File: src/rtl/bus_interconnect_if.sv
// rtl/bus_interconnect_if.sv - CPU-side and slave-side signal bundle for bus_interconnect
interface bus_interconnect_if #(
    parameter int NUM_SLV = 4,
    parameter int ADDR_W  = 32,
    parameter int DATA_W  = 32
);
    logic                        cpu_req;
    logic                        cpu_wen;
    logic [ADDR_W-1:0]           cpu_addr;
    logic [DATA_W/8-1:0]         cpu_wstrb;
    logic [DATA_W-1:0]           cpu_wdata;
    logic [DATA_W-1:0]           cpu_rdata;
    logic                        cpu_ready;
    logic                        bus_error;
    logic [NUM_SLV-1:0]          slv_sel;
    logic                        slv_wen;
    logic [ADDR_W-1:0]           slv_addr;
    logic [DATA_W/8-1:0]         slv_wstrb;
    logic [DATA_W-1:0]           slv_wdata;
    logic [NUM_SLV*DATA_W-1:0]   slv_rdata;
    logic [NUM_SLV-1:0]          slv_ready;

    // master: the interconnect itself, mastering the slave ports on behalf of the CPU
    modport master (
        input  cpu_req, cpu_wen, cpu_addr, cpu_wstrb, cpu_wdata, slv_rdata, slv_ready,
        output cpu_rdata, cpu_ready, bus_error, slv_sel, slv_wen, slv_addr, slv_wstrb, slv_wdata
    );

    modport slave (
        output cpu_req, cpu_wen, cpu_addr, cpu_wstrb, cpu_wdata, slv_rdata, slv_ready,
        input  cpu_rdata, cpu_ready, bus_error, slv_sel, slv_wen, slv_addr, slv_wstrb, slv_wdata
    );
endinterface

File: src/rtl/bus_interconnect.sv
// rtl/bus_interconnect.sv - one CPU master to NUM_SLV windowed slaves with wait-states and timeout
// Optional macro BUS_ERR_LOG_EN adds err_addr/err_cnt error logging ports.
module bus_interconnect #(
    parameter int                        NUM_SLV  = 4,
    parameter int                        ADDR_W   = 32,
    parameter int                        DATA_W   = 32,
    parameter logic [NUM_SLV*ADDR_W-1:0] SLV_BASE = {32'h0000_3000, 32'h0000_2000, 32'h0000_1000, 32'h0000_0000},
    parameter logic [NUM_SLV*ADDR_W-1:0] SLV_MASK = {4{32'hFFFF_F000}},
    parameter int                        TIMEOUT  = 15
) (
    input  logic               clk,
    input  logic               rst_n,
    bus_interconnect_if.master bus
`ifdef BUS_ERR_LOG_EN
    ,
    output logic [ADDR_W-1:0]  err_addr,
    output logic [7:0]         err_cnt
`endif
);
    localparam logic [1:0] S_IDLE   = 2'd0;
    localparam logic [1:0] S_ACCESS = 2'd1;
    localparam logic [1:0] S_RESP   = 2'd2;
    localparam logic [1:0] S_ERR    = 2'd3;
    localparam int         SW       = DATA_W / 8;

    logic [1:0]         state_q, state_d;
    logic [ADDR_W-1:0]  addr_q, addr_d;
    logic               wen_q, wen_d;
    logic [SW-1:0]      wstrb_q, wstrb_d;
    logic [DATA_W-1:0]  wdata_q, wdata_d;
    logic [NUM_SLV-1:0] sel_q, sel_d;
    logic [7:0]         cnt_q, cnt_d;
    logic [DATA_W-1:0]  rdata_q, rdata_d;
    logic               ready_q, ready_d;
    logic               error_q, error_d;

    logic [NUM_SLV-1:0] hit_sel;
    logic [DATA_W-1:0]  sel_rdata;
    logic               sel_ready;

    // Descending scan so the lowest matching window overwrites the others
    always_comb begin
        hit_sel = '0;
        for (int i = NUM_SLV - 1; i >= 0; i--) begin
            if ((bus.cpu_addr & SLV_MASK[i*ADDR_W +: ADDR_W]) == SLV_BASE[i*ADDR_W +: ADDR_W]) begin
                hit_sel    = '0;
                hit_sel[i] = 1'b1;
            end
        end
    end

    always_comb begin
        sel_rdata = '0;
        sel_ready = 1'b0;
        for (int i = 0; i < NUM_SLV; i++) begin
            if (sel_q[i]) begin
                sel_rdata = bus.slv_rdata[i*DATA_W +: DATA_W];
                sel_ready = bus.slv_ready[i];
            end
        end
    end

    always_comb begin
        state_d = state_q;
        addr_d  = addr_q;
        wen_d   = wen_q;
        wstrb_d = wstrb_q;
        wdata_d = wdata_q;
        sel_d   = '0;
        cnt_d   = '0;
        rdata_d = '0;
        ready_d = 1'b0;
        error_d = 1'b0;
        case (state_q)
            S_IDLE: begin
                if (bus.cpu_req) begin
                    addr_d  = bus.cpu_addr;
                    wen_d   = bus.cpu_wen;
                    wstrb_d = bus.cpu_wstrb;
                    wdata_d = bus.cpu_wdata;
                    if (|hit_sel) begin
                        sel_d   = hit_sel;
                        state_d = S_ACCESS;
                    end else begin
                        ready_d = 1'b1;
                        error_d = 1'b1;
                        state_d = S_ERR;
                    end
                end
            end
            S_ACCESS: begin
                // Ready is checked first so it wins on the timeout cycle
                if (sel_ready) begin
                    rdata_d = wen_q ? '0 : sel_rdata;
                    ready_d = 1'b1;
                    state_d = S_RESP;
                end else if (cnt_q == 8'(TIMEOUT)) begin
                    ready_d = 1'b1;
                    error_d = 1'b1;
                    state_d = S_ERR;
                end else begin
                    sel_d = sel_q;
                    cnt_d = cnt_q + 8'd1;
                end
            end
            default: state_d = S_IDLE;
        endcase
    end

    always_ff @(posedge clk or negedge rst_n) begin
        if (!rst_n) begin
            state_q <= S_IDLE;
            addr_q  <= '0;
            wen_q   <= 1'b0;
            wstrb_q <= '0;
            wdata_q <= '0;
            sel_q   <= '0;
            cnt_q   <= '0;
            rdata_q <= '0;
            ready_q <= 1'b0;
            error_q <= 1'b0;
        end else begin
            state_q <= state_d;
            addr_q  <= addr_d;
            wen_q   <= wen_d;
            wstrb_q <= wstrb_d;
            wdata_q <= wdata_d;
            sel_q   <= sel_d;
            cnt_q   <= cnt_d;
            rdata_q <= rdata_d;
            ready_q <= ready_d;
            error_q <= error_d;
        end
    end

    assign bus.cpu_rdata = rdata_q;
    assign bus.cpu_ready = ready_q;
    assign bus.bus_error = error_q;
    assign bus.slv_sel   = sel_q;
    assign bus.slv_wen   = wen_q & (|sel_q);
    assign bus.slv_addr  = addr_q;
    assign bus.slv_wstrb = wstrb_q;
    assign bus.slv_wdata = wdata_q;

`ifdef BUS_ERR_LOG_EN
    logic [ADDR_W-1:0] err_addr_q, err_addr_d;
    logic [7:0]        err_cnt_q, err_cnt_d;

    always_comb begin
        err_addr_d = err_addr_q;
        err_cnt_d  = err_cnt_q;
        if (state_d == S_ERR) begin
            err_addr_d = addr_d;
            if (err_cnt_q != 8'hFF) err_cnt_d = err_cnt_q + 8'd1;
        end
    end

    always_ff @(posedge clk or negedge rst_n) begin
        if (!rst_n) begin
            err_addr_q <= '0;
            err_cnt_q  <= '0;
        end else begin
            err_addr_q <= err_addr_d;
            err_cnt_q  <= err_cnt_d;
        end
    end

    assign err_addr = err_addr_q;
    assign err_cnt  = err_cnt_q;
`endif
endmodule

File: src/flat_wrapper.sv
// flat-port wrapper written by rule: the top's interface ports become plain ports
module bus_interconnect_flat 
#(
    parameter int                        NUM_SLV  = 4,
    parameter int                        ADDR_W   = 32,
    parameter int                        DATA_W   = 32,
    parameter logic [NUM_SLV*ADDR_W-1:0] SLV_BASE = {32'h0000_3000, 32'h0000_2000, 32'h0000_1000, 32'h0000_0000},
    parameter logic [NUM_SLV*ADDR_W-1:0] SLV_MASK = {4{32'hFFFF_F000}},
    parameter int                        TIMEOUT  = 15
)
  (clk, rst_n, bus_cpu_req, bus_cpu_wen, bus_cpu_addr, bus_cpu_wstrb, bus_cpu_wdata, bus_slv_rdata, bus_slv_ready, bus_cpu_rdata, bus_cpu_ready, bus_bus_error, bus_slv_sel, bus_slv_wen, bus_slv_addr, bus_slv_wstrb, bus_slv_wdata);
  bus_interconnect_if #(.NUM_SLV(NUM_SLV), .ADDR_W(ADDR_W), .DATA_W(DATA_W)) bus_i ();
  input  logic clk;
  input  logic rst_n;
  input wire logic [$bits(bus_i.cpu_req)-1:0] bus_cpu_req;
  input wire logic [$bits(bus_i.cpu_wen)-1:0] bus_cpu_wen;
  input wire logic [$bits(bus_i.cpu_addr)-1:0] bus_cpu_addr;
  input wire logic [$bits(bus_i.cpu_wstrb)-1:0] bus_cpu_wstrb;
  input wire logic [$bits(bus_i.cpu_wdata)-1:0] bus_cpu_wdata;
  input wire logic [$bits(bus_i.slv_rdata)-1:0] bus_slv_rdata;
  input wire logic [$bits(bus_i.slv_ready)-1:0] bus_slv_ready;
  output wire logic [$bits(bus_i.cpu_rdata)-1:0] bus_cpu_rdata;
  output wire logic [$bits(bus_i.cpu_ready)-1:0] bus_cpu_ready;
  output wire logic [$bits(bus_i.bus_error)-1:0] bus_bus_error;
  output wire logic [$bits(bus_i.slv_sel)-1:0] bus_slv_sel;
  output wire logic [$bits(bus_i.slv_wen)-1:0] bus_slv_wen;
  output wire logic [$bits(bus_i.slv_addr)-1:0] bus_slv_addr;
  output wire logic [$bits(bus_i.slv_wstrb)-1:0] bus_slv_wstrb;
  output wire logic [$bits(bus_i.slv_wdata)-1:0] bus_slv_wdata;
  assign bus_i.cpu_req = bus_cpu_req;
  assign bus_i.cpu_wen = bus_cpu_wen;
  assign bus_i.cpu_addr = bus_cpu_addr;
  assign bus_i.cpu_wstrb = bus_cpu_wstrb;
  assign bus_i.cpu_wdata = bus_cpu_wdata;
  assign bus_i.slv_rdata = bus_slv_rdata;
  assign bus_i.slv_ready = bus_slv_ready;
  assign bus_cpu_rdata = bus_i.cpu_rdata;
  assign bus_cpu_ready = bus_i.cpu_ready;
  assign bus_bus_error = bus_i.bus_error;
  assign bus_slv_sel = bus_i.slv_sel;
  assign bus_slv_wen = bus_i.slv_wen;
  assign bus_slv_addr = bus_i.slv_addr;
  assign bus_slv_wstrb = bus_i.slv_wstrb;
  assign bus_slv_wdata = bus_i.slv_wdata;
  bus_interconnect #(.NUM_SLV(NUM_SLV), .ADDR_W(ADDR_W), .DATA_W(DATA_W), .SLV_BASE(SLV_BASE), .SLV_MASK(SLV_MASK), .TIMEOUT(TIMEOUT)) u_core (.clk(clk), .rst_n(rst_n), .bus(bus_i));
endmodule
File: config.mk
export PLATFORM = sky130hd
export DESIGN_NAME = bus_interconnect_flat
export DESIGN_NICKNAME = d
export VERILOG_FILES = /design/src/rtl/bus_interconnect_if.sv /design/src/rtl/bus_interconnect.sv /design/src/flat_wrapper.sv
export SDC_FILE = /design/constraint.sdc
export NUM_CORES = 1
export LEC_CHECK = 0
export ABC_AREA = 1
export ABC_CLOCK_PERIOD_IN_PS = 1950
export BUFFER_PORTS_ARGS = -buffer_cell sky130_fd_sc_hd__buf_2
export CORE_AREA = 2 2 120 122
export DETAILED_ROUTE_END_ITERATION = 8
export DIE_AREA = 0 0 122 124
export PLACE_DENSITY = 0.77
export SLEW_MARGIN = 5
export SYNTH_ARGS = -nofsm -noshare
export SYNTH_HDL_FRONTEND = slang
export SYNTH_SLANG_ARGS = --single-unit
File: constraint.sdc
create_clock -name clk -period 1.95 [get_ports clk]
set_input_delay 0.0975 -clock clk [delete_from_list [all_inputs] [get_ports clk]]
set_output_delay 0.0975 -clock clk [all_outputs]
set_load 0.01 [all_outputs]
==> results of run 1 <==
==> synthesized netlist by cell type (all sizes together) <==
| master | count | area (um^2) |
|---|---|---|
| a21oi | 3 | 15.0 |
| nand3 | 24 | 120 |
| o211ai | 22 | 165 |
| o22ai | 2 | 12.5 |
| dfrtp | 117 | 2930 |
| clkbuf | 24 | 90.1 |
| or2 | 21 | 131 |
| a21boi | 1 | 11.3 |
| xnor2 | 1 | 8.76 |
| nand3b | 1 | 7.51 |
| buf | 9 | 52.6 |
| o221ai | 11 | 96.3 |
| inv | 17 | 63.8 |
| a31oi | 1 | 6.26 |
| o21ai | 7 | 35.0 |
| nand2 | 267 | 1010 |
| nor3 | 5 | 25.0 |
| ha | 1 | 12.5 |
| a22oi | 21 | 158 |
| nor2 | 61 | 236 |
| xor2 | 4 | 35.0 |
| nand4 | 1 | 6.26 |
==> power by group through the flow <==
| stage | clock network [uW] | registers [uW] | logic (uW) |
|---|---|---|---|
| finish | 3250 | 3530 | 2740 |
| global route | 3450 | 3630 | 3040 |
| CTS | 3310 | 3520 | 2710 |
| detailed placement | 0 | 3540 | 2560 |
| global placement | 0 | 3520 | 2500 |
| floorplan | 0 | 3870 | 955 |
==> metrics by stage <==
step	util, %	cell area (um^2)
6_report	62.7	8600
5_1_grt	62.7	8600
4_1_cts	62.7	8600
3_5_place_dp	51.3	7030
3_3_place_gp	51.3	7030
2_1_floorplan	-	5220
==> logic make-up (layout without fill, tap and decap cells) <==
group                    after synthesis  after routing  share of synthesized area [%]
buffers and inverters                 50            464                           3.95
AND/OR/NAND/NOR                      380            380                           29.4
adder cells (fa/ha/maj)                1              1                          0.239
XOR/XNOR                               5              5                          0.838
flip-flops                           117            117                           56.0
AO/OA/AOI/OAI                         68             68                           9.56
==> registers in the layout (all words and copies together) (netlist names) <==
name                  cells
u_core.state_q            2
u_core.bus.slv_wstrb      4
u_core.bus.slv_sel        4
u_core.wen_q              1
u_core.bus.cpu_ready      1
u_core.bus.slv_wdata     32
u_core.cnt_q              8
u_core.bus.slv_addr      32
u_core.bus.cpu_rdata     32
u_core.bus.bus_error      1
==> per-layer routing <==
layer,routed length (um),track usage (%),up-vias
met2,9770,42.0,262
met1,7120,28.3,2780
met4,569,10.9,0
met3,1440,7.19,47
met5,0,0,-
li1,-,-,2806
==> critical path, delay by kind of cell, from the launching register on <==
| family | cells | cell delay [ns] |
|---|---|---|
| adders and majority gates | 1 | 0.24 |
| DFF | 1 | 0.41 |
| and+or+nand+nor | 6 | 0.84 |
==> path summary, 6_finish.rpt <==
check / start / end / slack (ns)
min in group asynchronous: rst_n / u_core.bus.slv_addr[0] / 0.17
hold reg to reg: u_core.bus.slv_wdata[26] / u_core.bus.slv_wdata[26] / 0.46
max in group asynchronous: rst_n / u_core.bus.cpu_rdata[12] / 1.19
setup reg to reg: u_core.cnt_q[0] / u_core.state_q[0] / 0.36
setup / recovery: u_core.cnt_q[0] / u_core.state_q[0] / 0.36
hold / removal: bus_slv_ready[2] / u_core.cnt_q[2] / 0.01
==> repair_timing <==
item / in CTS / in global routing
hold buffers: 93 / 0
setup endpoints to repair: 0 / 0
hold endpoints to repair: 120 / 0
==> area by class of cell <==
cell class              count  area (um^2)  share of cell area [%]
clock buffers              25          515                    6.00
inverters                  17         63.8                   0.742
multi-input cells         454         2100                    24.4
repair buffers            415         2650                    30.8
flip-flops and latches    117         2930                    34.1
clock inverters             7          116                    1.35
well taps                 180          225                    2.62
==> results.cfg, run 1 <==
[status]
status = finished, final reports clean

[cts]
clkLatencyLatePin_ns = 0.41
tritoncts = done
cts_setup_buffers = 0
cts_made_buffers = 17
cts_htree_levels = 4
path_clk_slew_ns = 0.05
cts_root_buf = clkbuf_16
ctsResizeCount = 0
clock-sinks = 117
clockBufferDepth = 2

[sta]
tns_ns = 0
relSlewSlack_pct = 71.8
fin_crit_ns = 1.59
hold_viol = 0
maxSlewViolCount = 0
rsz0062_at_grt = no
finClkSkew_ns = 0.0145
setup_slack_ns = 0.358
holdWs_ns = 0.0137
worstMarginPinSlew_ns = 0.423
period_share_pct = 81.6
fmax_mhz = 628
setup_violations = 0

[synth]
synthCells = 621
synth_nets = 826
syn-mean-instance-area_um2 = 8.41
syn_area_um2 = 5220
yosysWarnings = 0
ys_ff_latch = 117
ys_seq_area_share_pct = 56.0
synth_cell_types = 29

[pwr]
powerDensity_nw_per_um2 = 1110
p_leak_uw = 0.00475
swShare_pct = 31.6
clockPowerShare_pct = 34.1
intPower_uw = 6510
p_sw_uw = 3010
combPwrFrac_pct = 28.7
pwr-share-seq_pct = 37.1
power_uw = 9520
ir_drop_uv = 699

[grt]
grt_usage_pct = 24.4
antenna_found_initial = 0
grt_max_degree = 71
grt_pass1_vias = 5681
grt_overflow = 0
grt_pass1_wl_um = 28200

[detailed_routing]
drt-initial-drc-count = 476
ant_nets = 0
drc = 0
vias = 5895
via_per_inst = 4.85
routed_wl_um = 18900
firstDrtPassIters = 5
wl_per_cell_um = 15.5

[worst_setup_path]
worstPathMaxFanout = 10
critPathKind = reg2reg
cp_slowest_stage_delay_ns = 0.41
worst_r2r_path_depth = 7
critPathSlowestCell = dfrtp_1
cp-start-kind = flip-flop
arrival_ns = 1.89
critical_path_required_ns = 2.25
cp-end-kind = flip-flop
worstPathCellList = ha_1, nand3_1, nor2_1, nor2_1, nand2_2, nand3_1, nand2_1

[placement]
portBuffers = 310
preCtsSetupSlack_ns = 0.379
dp.cells = 1090
hpwl_um = 12900
place.gp.congestion = 0.842

[cells_and_area]
diodes = 0
mostFrequentLayoutCells = buf_2 (309), nand2_1 (265), dfrtp_1 (117)
fill_cells = 1151
instances_no_fill = 1215
drive_gt1_share_pct = 37.2
syn2layout_area_growth_pct = 64.6
finalNetCount = 1227
final_common_cell = buf_2

[floorplan]
dieArea_um2 = 15100
start_util_pct = 38.1
core_area_um2 = 13700
pin_count = 311
rows = 43
die_w_um = 122
die_h_um = 124

[hold_path]
min_path_cells = 4
hp-class = in2reg

[run]
drv_cap = 0
No activity file was read; power rests on OpenSTA's default activity.
==> run 2, diff against run 1 <==
--- a/config.mk
+++ b/config.mk
@@ -6,7 +6,7 @@
 export NUM_CORES = 1
 export LEC_CHECK = 0
 export ABC_AREA = 1
-export ABC_CLOCK_PERIOD_IN_PS = 1950
+export ABC_CLOCK_PERIOD_IN_PS = 1600
 export BUFFER_PORTS_ARGS = -buffer_cell sky130_fd_sc_hd__buf_2
 export CORE_AREA = 2 2 120 122
 export DETAILED_ROUTE_END_ITERATION = 8
==> constraint.sdc (replaced) <==
create_clock -name clk -period 1.6 [get_ports clk]
set_input_delay 0.08 -clock clk [delete_from_list [all_inputs] [get_ports clk]]
set_output_delay 0.08 -clock clk [all_outputs]
set_load 0.01 [all_outputs]
==> run 2 against run 1 <==
Via count is 1.3% higher. Sequential share of layout area is 0.72 points lower. Count of clock-buffer cells in the layout is 1 lower. Register-to-register slack worse by 0.21 ns. Cell area is 2.3% higher. Setup slack worse by 0.26 ns. Power is 20% higher. Hold slack better by 0.019 ns. Clock power is 15% higher. Clock skew is 0.0061 ns lower. Routed wire length is 2.7% higher. Critical path depth is 3 lower. Largest power group unchanged. Highest routed layer unchanged.
==> results.cfg, run 2 (synthesized netlist as in run 1, its figures left out) <==
[pwr]
swShare_pct = 32.2
p_sw_uw = 3690
p_leak_uw = 0.00483
powerDensity_nw_per_um2 = 1300
pwr-share-seq_pct = 37.7
intPower_uw = 7780
clockPowerShare_pct = 32.7
combPwrFrac_pct = 29.7
ir_drop_uv = 853

[floorplan]
die_h_um = 124
dieArea_um2 = 15100
die_w_um = 122
start_util_pct = 38.1
rows = 43
pin_count = 311
core_area_um2 = 13700

[sta]
fmax_mhz = 664
maxSlewViolCount = 0
finClkSkew_ns = 0.00843
tns_ns = 0
setup_violations = 0
holdWs_ns = 0.0331
setup_slack_ns = 0.0940
fin_crit_ns = 1.51
relSlewSlack_pct = 70.1
hold_viol = 0
rsz0062_at_grt = no
worstMarginPinSlew_ns = 0.449
period_share_pct = 94.1

[grt]
grt_pass1_vias = 5921
grt_max_degree = 60
grt_overflow = 0
grt_usage_pct = 24.8
antenna_found_initial = 2
grt_pass1_wl_um = 28800

[worst_setup_path]
crit_family = flip-flops
cp-start-kind = flip-flop
critical_path_required_ns = 1.52
critPathKind = reg2out
cp-end-kind = output pin
worstPathMaxFanout = 15
critPathSlowestCell = dfrtp_2
arrival_ns = 1.43
worstPathCellList = nor2_4, buf_12, a31oi_1, buf_2
cp_slowest_stage_delay_ns = 0.45
critPathBufInv = 2

[run]
drv_cap = 0

[cells_and_area]
syn2layout_area_growth_pct = 68.3
fill_cells = 1092
final_common_cell = buf_2
mostFrequentLayoutCells = buf_2 (309), nand2_1 (265), dfrtp_1 (115)
finalNetCount = 1244
post-route-cell-area_um2 = 8790
instances_no_fill = 1234
drive_gt1_share_pct = 37.5

[placement]
preCtsSetupSlack_ns = 0.149
dpl-instance-area_um2 = 7100
place.gp.congestion = 0.830
portBuffers = 310
dp.cells = 1094
hpwl_um = 12800

[cts]
clock-sinks = 117
cts_htree_levels = 4
clkLatencyLatePin_ns = 0.40
tritoncts = done
cts_made_buffers = 17
cts_root_buf = clkbuf_16
clockBufferDepth = 2
path_clk_slew_ns = 0.05

[detailed_routing]
ant_nets = 0
drc = 0
drt-initial-drc-count = 532
via_per_inst = 4.84
wl_per_cell_um = 15.7
vias = 5972
routed_wl_um = 19400
firstDrtPassIters = 5

[hold_path]
hp-class = in2reg

[status]
status = finished, final reports clean
-- run 2: cell type report --
cell class | instances | area, um^2 | area share, %
Multi-Input combinational cell | 454 | 2110 | 24.0
Tap cell | 180 | 225 | 2.56
Sequential cell | 117 | 2930 | 33.3
Inverter | 17 | 63.8 | 0.726
Clock inverter | 8 | 96.3 | 1.10
Antenna cell | 2 | 5.00 | 0.0569
Clock buffer | 24 | 502 | 5.71
Timing Repair Buffer | 432 | 2860 | 32.5
-- run 2: routing by layer --
layer  global-route usage [%]  routed length (um)  vias up
met5                        0                   0        -
met4                     9.20                 410        0
met3                     8.06                1420       44
met2                     43.4               10100      246
met1                     28.5                7450     2830
li1                         -                   -     2852
-- run 2: worst paths after layout --
kind,startpoint,depth (start not counted),slack (ns),end
max,u_core.bus.slv_sel[3],4,0.09,bus_slv_wen
min,bus_slv_rdata[82],4,0.03,u_core.bus.cpu_rdata[18]
max reg2reg,u_core.cnt_q[0],7,0.15,u_core.state_q[0]
min reg2reg,u_core.bus.slv_wdata[26],2,0.46,u_core.bus.slv_wdata[26]
max in group asynchronous,rst_n,3,0.82,u_core.bus.slv_sel[3]
min in group asynchronous,rst_n,2,0.17,u_core.bus.slv_wdata[31]
-- run 2: worst reg2reg max path, stage by stage, from the launching register on --
cell     delay (ns)
dfrtp_1        0.41
ha_1           0.24
nand3_1        0.12
nor2_1         0.08
nor2_1         0.15
nand2_2        0.16
nand3_1        0.12
nand2_1        0.05
-- run 2: metrics by stage --
stage	total power (uW)	util [%]
2_1_floorplan	5880	-
3_5_place_dp	7480	51.8
4_1_cts	11500	63.7
5_1_grt	12200	64.0
3_3_place_gp	7390	51.8
6_report	11500	64.1
-- run 2: what timing repair did --
item | CTS | global route
cloned | 0 | 1
hold buffers | 104 | 0
pin swaps | 0 | 1
setup buffers | 0 | 1
resized for setup | 2 | 2
hold endpoints to repair | 129 | 0
setup endpoints to repair | 1 | 2
-- run 2: power by group through the flow --
stage          combinational, uW  clock, uW  sequential, uW
4_1_cts                     3370       3810            4290
6_report                    3400       3750            4320
3_3_place_gp                3100          0            4290
2_1_floorplan               1160          0            4710
3_5_place_dp                3170          0            4310
5_1_grt                     3770       3980            4410
